$ cat config.mk
export PLATFORM = sky130hd
export DESIGN_NAME = ps2_keyboard_slave
export DESIGN_NICKNAME = d
export VERILOG_FILES = /design/src/rtl/ps2_keyboard_slave_pkg.sv /design/src/rtl/ps2_keyboard_slave_ps2_rx.sv /design/src/rtl/ps2_keyboard_slave.sv
export SDC_FILE = /design/constraint.sdc
export NUM_CORES = 1
export LEC_CHECK = 0
export CORE_MARGIN = 2
export CORE_UTILIZATION = 54
export CTS_CLUSTER_DIAMETER = 120
export DETAILED_ROUTE_END_ITERATION = 6
export PLACE_DENSITY = 0.89
export SLEW_MARGIN = 15
export SYNTH_ARGS = -nofsm -noshare
export SYNTH_HDL_FRONTEND = slang
export SYNTH_SLANG_ARGS = --single-unit
$ cat constraint.sdc
create_clock -name clk -period 6.1 [get_ports clk]
set_input_delay 1.22 -clock clk [delete_from_list [all_inputs] [get_ports clk]]
set_output_delay 1.22 -clock clk [all_outputs]
set_load 0.02 [all_outputs]
$ cat src/rtl/ps2_keyboard_slave_pkg.sv
// Shared bus definitions for the PS/2 keyboard slave: widths, register offsets,
// status bit positions and the frame validity check.
package ps2_keyboard_slave_pkg;

    localparam int unsigned XLEN        = 32;
    localparam int unsigned SLAVE_WIDTH = 4;
    localparam int unsigned ADDR_W      = XLEN - SLAVE_WIDTH;
    localparam int unsigned CODE_W      = 8;
    localparam int unsigned FRAME_W     = 11;

    localparam logic [3:0] KBD_DATA = 4'h0;
    localparam logic [3:0] KBD_STAT = 4'h4;

    localparam int unsigned STAT_NONEMPTY = 0;
    localparam int unsigned STAT_OVF      = 1;

    // Frame is stored with the start bit at [0] and the stop bit at [10].
    function automatic logic frame_ok(input logic [FRAME_W-1:0] frame);
        return (frame[0] == 1'b0) && (frame[FRAME_W-1] == 1'b1) && (^frame[9:1]);
    endfunction

endpackage

$ cat src/rtl/ps2_keyboard_slave_ps2_rx.sv
// PS/2 frame receiver: synchronises the raw lines, samples one bit per falling
// ps2_clk edge, validates the 11-bit frame and pulses valid_o with the code.
module ps2_keyboard_slave_ps2_rx
    import ps2_keyboard_slave_pkg::*;
#(
    parameter int unsigned TIMEOUT = 50000
) (
    input  logic              clk,
    input  logic              rst,
    input  logic              ps2_clk_i,
    input  logic              ps2_data_i,
    output logic [CODE_W-1:0] code_o,
    output logic              valid_o
);

    localparam int unsigned TMO_W = $clog2(TIMEOUT + 1);
    localparam int unsigned BIT_W = 4;

    logic [2:0]         clk_sync_q, data_sync_q;
    logic [BIT_W-1:0]   bit_cnt_q, bit_cnt_d;
    logic [FRAME_W-1:0] shift_q, shift_d;
    logic [TMO_W-1:0]   tmo_q, tmo_d;
    logic [CODE_W-1:0]  code_q, code_d;
    logic               valid_q, valid_d;
    logic               fall_c;

    // Index 0 is nearest the pad; a falling edge is the newer stage low after the older high.
    assign fall_c = ~clk_sync_q[1] & clk_sync_q[2];

    always_comb begin
        bit_cnt_d = bit_cnt_q;
        shift_d   = shift_q;
        tmo_d     = tmo_q;
        code_d    = code_q;
        valid_d   = 1'b0;
        if (fall_c) begin
            shift_d = {data_sync_q[1], shift_q[FRAME_W-1:1]};
            tmo_d   = '0;
            if (bit_cnt_q == BIT_W'(FRAME_W - 1)) begin
                bit_cnt_d = '0;
                if (frame_ok(shift_d)) begin
                    valid_d = 1'b1;
                    code_d  = shift_d[CODE_W:1];
                end
            end else begin
                bit_cnt_d = bit_cnt_q + BIT_W'(1);
            end
        end else if (bit_cnt_q != '0) begin
            // Abandon a partial frame after TIMEOUT quiet cycles.
            if (tmo_q == TMO_W'(TIMEOUT - 1)) begin
                bit_cnt_d = '0;
                tmo_d     = '0;
            end else begin
                tmo_d = tmo_q + TMO_W'(1);
            end
        end else begin
            tmo_d = '0;
        end
    end

    always_ff @(posedge clk or negedge rst) begin
        if (!rst) begin
            clk_sync_q  <= 3'b111;
            data_sync_q <= 3'b111;
            bit_cnt_q   <= '0;
            shift_q     <= '0;
            tmo_q       <= '0;
            code_q      <= '0;
            valid_q     <= 1'b0;
        end else begin
            clk_sync_q  <= {clk_sync_q[1:0], ps2_clk_i};
            data_sync_q <= {data_sync_q[1:0], ps2_data_i};
            bit_cnt_q   <= bit_cnt_d;
            shift_q     <= shift_d;
            tmo_q       <= tmo_d;
            code_q      <= code_d;
            valid_q     <= valid_d;
        end
    end

    assign code_o  = code_q;
    assign valid_o = valid_q;

endmodule

$ cat src/rtl/ps2_keyboard_slave.sv
// PS/2 keyboard as a read-only uib slave: received scan codes are queued in a
// FIFO and polled by the CPU through the DATA and STATUS registers.
module ps2_keyboard_slave
    import ps2_keyboard_slave_pkg::*;
#(
    parameter int unsigned FIFO_DEPTH = 16,
    parameter int unsigned TIMEOUT    = 50000
) (
    input  logic              clk,
    input  logic              rst,
    input  logic              ps2_clk,
    input  logic              ps2_data,
    input  logic [XLEN-1:0]   slave_dat_i,
    output logic [XLEN-1:0]   slave_dat_o,
    input  logic [ADDR_W-1:0] slave_addr,
    input  logic [2:0]        slave_mode,
    input  logic              slave_wen,
    input  logic              slave_req,
    output logic              slave_ready
);

    localparam int unsigned PTR_W = $clog2(FIFO_DEPTH);
    localparam int unsigned CNT_W = PTR_W + 1;

    logic [CODE_W-1:0] mem_q [FIFO_DEPTH];
    logic [PTR_W-1:0]  wr_ptr_q, wr_ptr_d, rd_ptr_q, rd_ptr_d;
    logic [CNT_W-1:0]  count_q, count_d;
    logic              ovf_q, ovf_d;
    logic [XLEN-1:0]   dat_q, dat_d;
    logic              ready_q;
    logic [CODE_W-1:0] rx_code;
    logic              rx_valid;
    logic              empty_c, full_c, rd_c, pop_c, push_c, ovf_evt_c, stat_rd_c;
    logic [XLEN-1:0]   stat_c, rdata_c;
    logic              unused_c;

    ps2_keyboard_slave_ps2_rx #(.TIMEOUT(TIMEOUT)) u_ps2_rx (
        .clk        (clk),
        .rst        (rst),
        .ps2_clk_i  (ps2_clk),
        .ps2_data_i (ps2_data),
        .code_o     (rx_code),
        .valid_o    (rx_valid)
    );

    assign unused_c = ^{slave_dat_i, slave_mode, slave_addr[ADDR_W-1:4], slave_addr[1:0]};

    always_comb begin
        empty_c   = (count_q == '0);
        full_c    = (count_q == CNT_W'(FIFO_DEPTH));
        rd_c      = slave_req & ~slave_wen;
        pop_c     = rd_c && (slave_addr[3:2] == KBD_DATA[3:2]) && !empty_c;
        stat_rd_c = rd_c && (slave_addr[3:2] == KBD_STAT[3:2]);
        // A pop in the same cycle frees the slot, so a full FIFO can still accept.
        push_c    = rx_valid && (!full_c || pop_c);
        ovf_evt_c = rx_valid && full_c && !pop_c;

        stat_c                = '0;
        stat_c[STAT_NONEMPTY] = !empty_c;
        stat_c[STAT_OVF]      = ovf_q;

        rdata_c = '0;
        if (rd_c) begin
            if (pop_c)          rdata_c = XLEN'(mem_q[rd_ptr_q]);
            else if (stat_rd_c) rdata_c = stat_c;
        end

        wr_ptr_d = push_c ? wr_ptr_q + PTR_W'(1) : wr_ptr_q;
        rd_ptr_d = pop_c  ? rd_ptr_q + PTR_W'(1) : rd_ptr_q;
        count_d  = count_q;
        if (push_c && !pop_c)      count_d = count_q + CNT_W'(1);
        else if (pop_c && !push_c) count_d = count_q - CNT_W'(1);

        ovf_d = ovf_q;
        if (ovf_evt_c)      ovf_d = 1'b1;
        else if (stat_rd_c) ovf_d = 1'b0;

        dat_d = slave_req ? rdata_c : '0;
    end

    always_ff @(posedge clk or negedge rst) begin
        if (!rst) begin
            wr_ptr_q <= '0;
            rd_ptr_q <= '0;
            count_q  <= '0;
            ovf_q    <= 1'b0;
            dat_q    <= '0;
            ready_q  <= 1'b0;
        end else begin
            wr_ptr_q <= wr_ptr_d;
            rd_ptr_q <= rd_ptr_d;
            count_q  <= count_d;
            ovf_q    <= ovf_d;
            dat_q    <= dat_d;
            ready_q  <= slave_req;
        end
    end

    // Storage needs no reset; occupancy is tracked by the pointers and count.
    always_ff @(posedge clk) begin
        if (push_c) mem_q[wr_ptr_q] <= rx_code;
    end

    assign slave_dat_o = dat_q;
    assign slave_ready = ready_q;

endmodule

==> results of run 1 <==
==> synth_stat cells, drive strengths merged (2+ instances only) <==
cell	instances	area, sq um
xnor2	20	175
nor2b	8	50.1
mux2i	6	60.1
nand3	9	45.0
nor3b	2	15.0
mux2	10	113
edfxtp	128	3840
o21ai	6	30.0
a211oi	12	90.1
nand4b	2	17.5
and3	2	12.5
ha	13	163
clkbuf	10	37.5
nand2b	3	18.8
xor2	11	96.3
nor4	4	31.3
nand4	3	18.8
nand2	48	180
inv	8	30.0
mux4	34	785
buf	34	258
a21o	2	15.0
dfstp	5	131
dfrtp	62	1550
nor2	38	145
a21oi	3	15.0
nor3	9	50.1
==> power by group <==
group	internal, W	total (W)	switching [W]
Clock	0.000700	0.00117	0.000469
Sequential	0.00146	0.00162	0.000160
Combinational	0.000253	0.000454	0.000201
Total	0.00242	0.00325	0.000830
==> how the worst min path moves through the flow <==
stage / from / cells after the start / to
2_1_floorplan: u_ps2_rx.clk_sync_q[0] / 0 / u_ps2_rx.clk_sync_q[1]
3_3_place_gp: u_ps2_rx.data_sync_q[0] / 0 / u_ps2_rx.data_sync_q[1]
3_5_place_dp: u_ps2_rx.clk_sync_q[0] / 0 / u_ps2_rx.clk_sync_q[1]
4_1_cts: u_ps2_rx.clk_sync_q[0] / 0 / u_ps2_rx.clk_sync_q[1]
5_1_grt: u_ps2_rx.clk_sync_q[0] / 0 / u_ps2_rx.clk_sync_q[1]
6_report: u_ps2_rx.clk_sync_q[0] / 0 / u_ps2_rx.clk_sync_q[1]
==> metal layers <==
layer	global-route usage (%)	up-vias	part of all wire (%)
met2	32.1	128	51
met5	0	-	0
met1	23.9	2072	41
met4	8.21	0	1.9
met3	4.60	24	5.7
li1	-	1861	-
==> critical path: stages <==
cell	delay (ps)
clkdlybuf4s50_1	490
or3b_2	510
nor3_2	320
clkinv_1	390
ha_1	360
inv_1	140
ha_1	300
a21o_1	200
a21oi_1	190
xnor2_1	140
nor2_1	60
xor2_1	140
==> registers in the layout (all words and copies together), names as in the netlist <==
register / flops
count_q: 5
mem_q: 128
ovf_q: 1
rd_ptr_q: 4
slave_dat_o: 8
slave_ready: 1
u_ps2_rx.bit_cnt_q: 4
u_ps2_rx.clk_sync_q: 3
u_ps2_rx.code_o: 8
u_ps2_rx.data_sync_q: 2
u_ps2_rx.shift_q: 10
u_ps2_rx.tmo_q: 16
u_ps2_rx.valid_o: 1
wr_ptr_q: 4
==> area by class of cell <==
cell class / count / area [sq um]
fillers: 990 / 5620
flip-flops and latches: 195 / 5530
multi-input cells: 282 / 2370
clock buffers: 21 / 450
well taps: 184 / 230
repair buffers: 19 / 178
clock inverters: 11 / 176
inverters: 9 / 33.8
==> cell families after synthesis <==
kind of cell	share of synthesized area (%)
AO/OA/AOI/OAI	2.37
flip-flops	68.1
buffers and inverters	4.05
other	0.0462
multiplexers	11.8
adder cells (fa/ha/maj)	2.25
XOR/XNOR	3.62
AND/OR/NAND/NOR	7.81
==> per-stage QoR <==
step	total power, W	util [%]
finish	0.00325	61.5
global route	0.00337	61.5
CTS	0.00327	61.4
detailed placement	0.00211	57.1
global placement	0.00207	57.0
floorplan	0.00202	-
==> layout by cell type (no fill, tap or decap), types with 6 or more instances in the layout <==
master / count
a211oi_1: 12
clkbuf_16: 17
clkdlybuf4s50_1: 15
conb_1: 24
dfrtp_1: 60
edfxtp_1: 128
ha_1: 13
inv_1: 8
mux2_2: 10
mux2i_1: 6
mux4_2: 29
nand2_1: 48
nand3_1: 9
nor2_1: 37
nor2b_1: 8
o21ai_0: 6
xnor2_1: 20
xor2_1: 11
==> summary.md, run 1 <==
| Metric | Value |
|---|---|
| Period minus WS final | 4140 ps |
| First-pass GRT wire length | 23000 um |
| R2R Setup Slk | roughly 3000 ps |
| Pre-CTS worst setup slack | 1510 ps |
| Leak | 3.33 nW |
| Max VDD drop | 0.210 mV |
| Critical path fanouts, max | 9 |
| RSZ-0062 raised after global routing | false |
| Largest net degree at the start of global routing | 68 |
| Ys async rst share | around a third |
| Seq cells post-synth | 195 |
| Wire per inst | 19.3 um |
| Cts bufs inserted | 17 |
| CTS Hold Bufs | 0 |
| Setup Skew | around 8.5 ps |
| Number of global-route vias before repair | ~4.4k |
| Netlist cell types | 50 |
| Nets | slightly above 600 |
| Cell count after placement | 689 |
| Number of setup buffers added after CTS | 0 |
| Boundary Pins | 102 |
| Worst-case headroom to the max-slew limit | 34.9% |
| Crit path arrival time | 4460 ps |
| Clock-pin slew on the worst setup and hold paths | roughly 70 ps |
| Via count | 4085 |
| Max Clk Rate | 0.242 GHz |
| Synth Warn # | 0 |
| Slew @ Worst Pin | about 970 ps |
| Post-Syn Instances | between 500 and 600 |
| Total core area | 14600 sq um |
| Top FF cell, synth | edfxtp_1 |
| Post-DP Area | roughly 8300 sq um |
| Final cell count without fillers | 721 |
| # rows | 44 |
| Routed WL | 13900 um |
| DPL Wire Length | 8810 um |
| Buffers on Ports | 16 |
| Layout area overhead | 10.4% |
| Share of cells above drive strength 1 | 16.0% |
| Final max-slew violation count | 0 |
| CP required | roughly 6400 ps |
| Drt via density | 5.67 |
| GRT Residual Overflow | 0 |
| Mapped Area | 8120 sq um |
| Setup TNS | 0 ps |
| Finished Cell Area | 8970 sq um |
| Sequential fraction of the synthesis area | 68.1% |
| Antenna-violating nets left | 0 |
| CP Capture Type | register |
| Antenna diode count | 0 |
| Critical path type | primary input to register |
| Worst reg2reg path startpoint | count_q[0] |
| P per Cell Area | approximately 360 nW/um^2 |
| Clock Latency Late Sink | 440 ps |
| Final setup fails | 0 |
| Clk sinks | slightly below 200 |
| Clk root buf | clkbuf_16 |
| Die Y | 127 um |
| Initial core utilization | 55.7% |
| Initial antenna violation count | 0 |
| Crit path launch type | primary input |
| Gr usage total | 19.1% |
| # DRC | 0 |
| Setup crit end | count_q[4] |
| Die Wd | ~130 um |
| Tcrit/Tclk final | 67.8% |
| Final hold slack | roughly 360 ps |
| Final hold vios | 0 |
| Hold/Removal Path Class | register to register |
| Drt pass-1 iters | 5 |
| Status | completed |
| Number of H-tree levels | 4 |
| Post-CTS Resized | 0 |
| R2r endpoint | count_q[4] |
| Placer Congestion | 0.791 |
| 1st-iter DRT viols | 314 |
| Mean Syn Cell Area | 16.0 sq um |
| EDFF count, synth | 128 |
| Setup slack after layout | 1960 ps |
| Max Root-Sink Buffers | 2 |
| Worst Setup SP | slave_req |
| Worst reg2reg path depth | 12 |
| Die area | around 16000 sq um |
| CTS tree | built |
| Max Cap Violations | 0 |
Note: power is estimated with default switching activity, not from simulation.
==> inputs of run 2 (changes only) <==
CORE_UTILIZATION = 50   (was 54)
PLACE_DENSITY = 0.87   (was 0.89)
clock period = 3.5 ns   (was 6.1 ns; I/O delays follow)
==> summary.md, run 2 (same netlist as run 1, synthesis figures left out) <==
| Metric | Value |
|---|---|
| Post-DP Area | 8550 sq um |
| CP Capture Type | register |
| Max Cap Violations | 0 |
| RSZ-0062 raised after global routing | false |
| Bufs and invs on worst path | 2 |
| Setup Skew | 8.76 ps |
| Commonest non-fill, non-tap cell in the layout | edfxtp_1 |
| Final hold vios | 0 |
| Slew @ Worst Pin | 792 ps |
| Leak | 3.42 nW |
| Critical path type | primary input to register |
| Number of global-route vias before repair | 4365 |
| 1st-iter DRT viols | around 350 |
| Hold/Removal Path Class | primary input to async pin |
| P per Cell Area | ~610 nW/um^2 |
| Max Root-Sink Buffers | 2 |
| Final setup fails | 0 |
| Buffers on Ports | 16 |
| Total core area | 15900 sq um |
| Period minus WS final | 3300 ps |
| Cts bufs inserted | 17 |
| Crit path launch type | primary input |
| Antenna-violating nets left | 0 |
| Worst reg2reg path depth | 12 |
| Antenna diode count | 0 |
| Max VDD drop | 0.449 mV |
| Final hold slack | 269 ps |
| Max Clk Rate | 0.303 GHz |
| CP required | between 3000 and 4000 ps |
| Status | completed |
| Boundary Pins | 102 |
| GRT Residual Overflow | 0 |
| Slowest CP cell | or3b_2 |
| Die Y | around 130 um |
| # rows | 46 |
| Crit path arrival time | 3610 ps |
| Placer Congestion | 0.750 |
| Clock Latency Late Sink | 440 ps |
| CTS tree | built |
| Top reg by flops | mem_q |
| Clk root buf | clkbuf_16 |
| Finished Cell Area | slightly above 9000 sq um |
| Drt pass-1 iters | 6 |
| Via count | between 4k and 5k |
| Share of cells above drive strength 1 | approximately a fifth |
| Cells along the critical path | clkdlybuf4s50_1, or3b_2, o211ai_1, and2_1, ha_1, inv_1, fa_1, a21o_1, a21oi_1, xnor2_1, nor2_1, xor2_1 |
| Max FFs per register | 128 |
| Initial core utilization | 51.1% |
| Clock-pin slew on the worst setup and hold paths | 70 ps |
| Gr usage total | 17.4% |
| Max incr delay on CP | 500 ps |
| Die Wd | 131 um |
| Top delay family on crit path | simple AND/OR/NAND/NOR gates |
| # DRC | 0 |
| CTS Hold Bufs | 0 |
| Layout area overhead | 12.4% |
| First-pass GRT wire length | 22900 um |
| Routed WL | 14000 um |
| Number of H-tree levels | 4 |
| WP depth | 12 |
| Final max-slew violation count | 0 |
| Drt via density | 5.39 |
| Post-CTS Resized | 0 |
| Biggest regs | mem_q (128), u_ps2_rx.tmo_q (16), u_ps2_rx.shift_q (10) |
| Commonest non-fill, non-tap cells in the layout | edfxtp_1, dfrtp_1, nand2_1 |
| Die area | between 15000 and 20000 sq um |
| Wire per inst | 18.1 um |
| Nets | 631 |
| Fill cells | 1176 |
| Tcrit/Tclk final | between 90% and 100% |
| Number of setup buffers added after CTS | 0 |
| Worst-case headroom to the max-slew limit | about 47% |
| DPL Wire Length | ~9000 um |
| Critical path fanouts, max | 4 |
| Largest net degree at the start of global routing | 68 |
| Initial antenna violation count | 0 |
| Clk sinks | 195 |
-- run 2: changes by cell type in the layout (fill, tap and decap cells not counted), moves of 4 or more --
cell	previous run	this run
inv_8	1	5
buf_4	3	26
inv_6	1	5
bufinv_16	4	0
-- run 2: stage by stage --
stage | setup TNS, ps | cells | worst slack (ps) | utilization [%] | power (W)
after CTS | 0 | 777 | 237 | 57.4 | 0.00557
after global routing | 0 | 777 | 36.9 | 57.4 | 0.00576
after floorplan | 0 | 530 | 329 | - | 0.00353
final | 0 | 777 | 199 | 57.4 | 0.00553
after detailed placement | -137 | 745 | -137 | 53.8 | 0.00372
after global placement | -5.31 | 745 | -5.31 | 53.8 | 0.00366
-- run 2: power breakdown --
group | internal, W | total, W | switching [W]
Sequential | 0.00255 | 0.00277 | 0.000226
Combinational | 0.000479 | 0.000894 | 0.000415
Clock | 0.000964 | 0.00187 | 0.000904
-- run 2: path summary, 6_finish.rpt --
| path | from | to | slack (ps) |
|---|---|---|---|
| min reg2reg | u_ps2_rx.clk_sync_q[0] | u_ps2_rx.clk_sync_q[1] | 360 |
| min in group clk | u_ps2_rx.clk_sync_q[0] | u_ps2_rx.clk_sync_q[1] | 360 |
| min | rst | u_ps2_rx.shift_q[4] | 270 |
| max in group asynchronous | rst | rd_ptr_q[0] | 2900 |
| max reg2reg | count_q[0] | count_q[4] | 460 |
| max | slave_req | count_q[4] | 200 |
-- run 2: area by class of cell --
| type | count | area [sq um] | area share, % |
|---|---|---|---|
| Clock buffer | 18 | 439 | 4.81 |
| Clock inverter | 14 | 131 | 1.44 |
| Inverter | 9 | 33.8 | 0.370 |
| Multi-Input combinational cell | 282 | 2350 | 25.8 |
| Sequential cell | 195 | 5530 | 60.6 |
| Tap cell | 216 | 270 | 2.96 |
| Timing Repair Buffer | 43 | 370 | 4.06 |
-- run 2: worst reg2reg max path: stages (launching register included) --
cell	delay [ps]
dfrtp_1	440
nor4_1	500
nor2b_1	270
nor3_2	70
clkinv_1	70
ha_1	190
inv_1	110
fa_1	400
a21o_1	180
a21oi_1	210
xnor2_1	210
nor2_1	120
xor2_1	150
-- run 2: layer usage --
metal	up-vias	wire length [um]	track usage [%]
met1	2132	5620	20.8
met3	22	619	3.67
met4	0	286	7.19
met2	114	7500	30.7
li1	1918	-	-
met5	-	0	0
==> inputs of run 3 (changes only) <==
CORE_UTILIZATION = 54   (was 50)
PLACE_DENSITY = 0.89   (was 0.87)
clock period = 3.75 ns   (was 3.5 ns; I/O delays follow)
==> summary.md, run 3 (same netlist as run 1, synthesis figures left out) <==
| Metric | Value |
|---|---|
| Status | completed |
| Initial core utilization | 55.7% |
| Post-CTS Resized | 0 |
| Drt via density | between 5 and 6 |
| Period minus WS final | 3230 ps |
| Crit path launch type | primary input |
| Cells along the critical path | clkdlybuf4s50_1, or3b_2, o211ai_1, and2_1, ha_1, inv_1, fa_1, a21o_1, a21oi_1, xnor2_1, nor2_1, xor2_1 |
| Worst reg2reg path startpoint | count_q[0] |
| Die Y | ~130 um |
| Slowest CP cell | or3b_2 |
| Pre-CTS worst setup slack | 111 ps |
| CP required | 4060 ps |
| R2r endpoint | count_q[4] |
| 1st-iter DRT viols | 357 |
| Biggest regs | mem_q (128), u_ps2_rx.tmo_q (16), u_ps2_rx.shift_q (10) |
| Max FFs per register | 128 |
| Cts bufs inserted | 17 |
| Max Clk Rate | 0.309 GHz |
| Clock-pin slew on the worst setup and hold paths | 70 ps |
| Commonest non-fill, non-tap cell in the layout | edfxtp_1 |
| Worst-case headroom to the max-slew limit | 22.9% |
| CP Capture Type | register |
| Largest net degree at the start of global routing | 46 |
| Die Wd | 127 um |
| Max incr delay on CP | approximately 500 ps |
| DPL Wire Length | 9350 um |
| Critical path fanouts, max | 4 |
| Clock Latency Late Sink | 430 ps |
| Number of setup buffers added after CTS | 0 |
| Worst Setup SP | slave_req |
| Antenna diode count | 0 |
| Setup crit end | count_q[4] |
| Final hold vios | 0 |
| CTS tree | built |
| Share of cells above drive strength 1 | 18.5% |
| Via count | approximately 4.2k |
| Gr usage total | 19.5% |
| Setup Skew | 11.1 ps |
| Buffers on Ports | 16 |
| RSZ-0062 raised after global routing | false |
| Antenna-violating nets left | 0 |
| Combinational power share | 14.3% |
| Clk sinks | 195 |
| First-pass GRT wire length | between 20000 and 25000 um |
| Final hold slack | ~360 ps |
| Max Root-Sink Buffers | 2 |
| Setup slack after layout | 519 ps |
| Number of H-tree levels | 4 |
| Max VDD drop | 0.321 mV |
| Boundary Pins | 102 |
| Clk root buf | clkbuf_16 |
| Tcrit/Tclk final | 86.2% |
| # rows | 44 |
| Setup TNS | 0 ps |
| Cell Int Power | between 0.003 and 0.004 W |
| Leak | approximately 3.4 nW |
| Flop pwr share | around 52% |
| Max Cap Violations | 0 |
| Drt pass-1 iters | 4 |
| NetSw | 0.00137 W |
| Placer Congestion | 0.813 |
| Initial antenna violation count | 0 |
| # DRC | 0 |
| Total core area | 14600 sq um |
| Worst Hold Depth | 0 |
| Nets | 628 |
| R2R Setup Slk | between 700 and 800 ps |
| Wire per inst | ~19 um |
| Clk pwr share | 33.5% |
| CTS Hold Bufs | 0 |
| Sw Share | between 20% and 30% |
| Final max-slew violation count | 0 |
| Critical path type | primary input to register |
| GRT Residual Overflow | 0 |
| Crit path arrival time | 3540 ps |
| Final setup fails | 0 |
| P per Cell Area | approximately 560 nW/um^2 |
| Slew @ Worst Pin | 1160 ps |
| Hold/Removal Path Class | register to register |
| Number of global-route vias before repair | ~4.4k |
| Routed WL | 14400 um |
| Top reg by flops | mem_q |
| Layout area overhead | 11.3% |
| Commonest non-fill, non-tap cells in the layout | edfxtp_1, dfrtp_1, nand2_1 |
| Die area | about 16000 sq um |
| Worst reg2reg path depth | 12 |
## run 3: worst min-delay path by stage
stage | to | slack (ps) | from
final | u_ps2_rx.data_sync_q[1] | 360 | u_ps2_rx.data_sync_q[0]
after global routing | u_ps2_rx.data_sync_q[1] | 360 | u_ps2_rx.data_sync_q[0]
after CTS | u_ps2_rx.data_sync_q[1] | 360 | u_ps2_rx.data_sync_q[0]
after detailed placement | u_ps2_rx.data_sync_q[1] | 350 | u_ps2_rx.data_sync_q[0]
after global placement | u_ps2_rx.data_sync_q[1] | 350 | u_ps2_rx.data_sync_q[0]
after floorplan | u_ps2_rx.clk_sync_q[1] | 350 | u_ps2_rx.clk_sync_q[0]
## run 3: routing by layer
| layer | track usage [%] | wire length (um) |
|---|---|---|
| met3 | 4.64 | 821 |
| met5 | 0 | 0 |
| met2 | 33.6 | 7510 |
| met1 | 23.9 | 5790 |
| met4 | 7.37 | 250 |
## run 3: area by class of cell
type,count,area (sq um)
clock buffers,18,429
clock inverters,14,131
fillers,973,5550
inverters,9,33.8
multi-input cells,282,2350
flip-flops and latches,195,5530
well taps,184,230
repair buffers,40,335
## run 3: per-stage QoR
stage	std cells	util, %	area [sq um]	total power (W)
after CTS	742	62.0	9040	0.00514
after floorplan	530	-	8210	0.00329
after detailed placement	710	58.1	8480	0.00344
final	742	62.0	9040	0.00510
after global placement	710	58.1	8480	0.00338
after global routing	742	62.0	9040	0.00533
## run 3: worst max-delay path: cells and delay by family
family                   cells  cell delay (ps)
AND/OR/NAND/NOR              3              750
XOR/XNOR                     2              280
AO/OA/AOI/OAI                3              550
buffers and inverters        2              600
adder cells (fa/ha/maj)      2              620
## run 3: power by group through the flow
stage | Sequential [W] | Clock (W) | Combinational [W]
after detailed placement | 0.00271 | 0 | 0.000731
final | 0.00266 | 0.00171 | 0.000730
after global routing | 0.00269 | 0.00183 | 0.000808
after global placement | 0.00269 | 0 | 0.000694
after CTS | 0.00267 | 0.00174 | 0.000739
after floorplan | 0.00250 | 0 | 0.000788
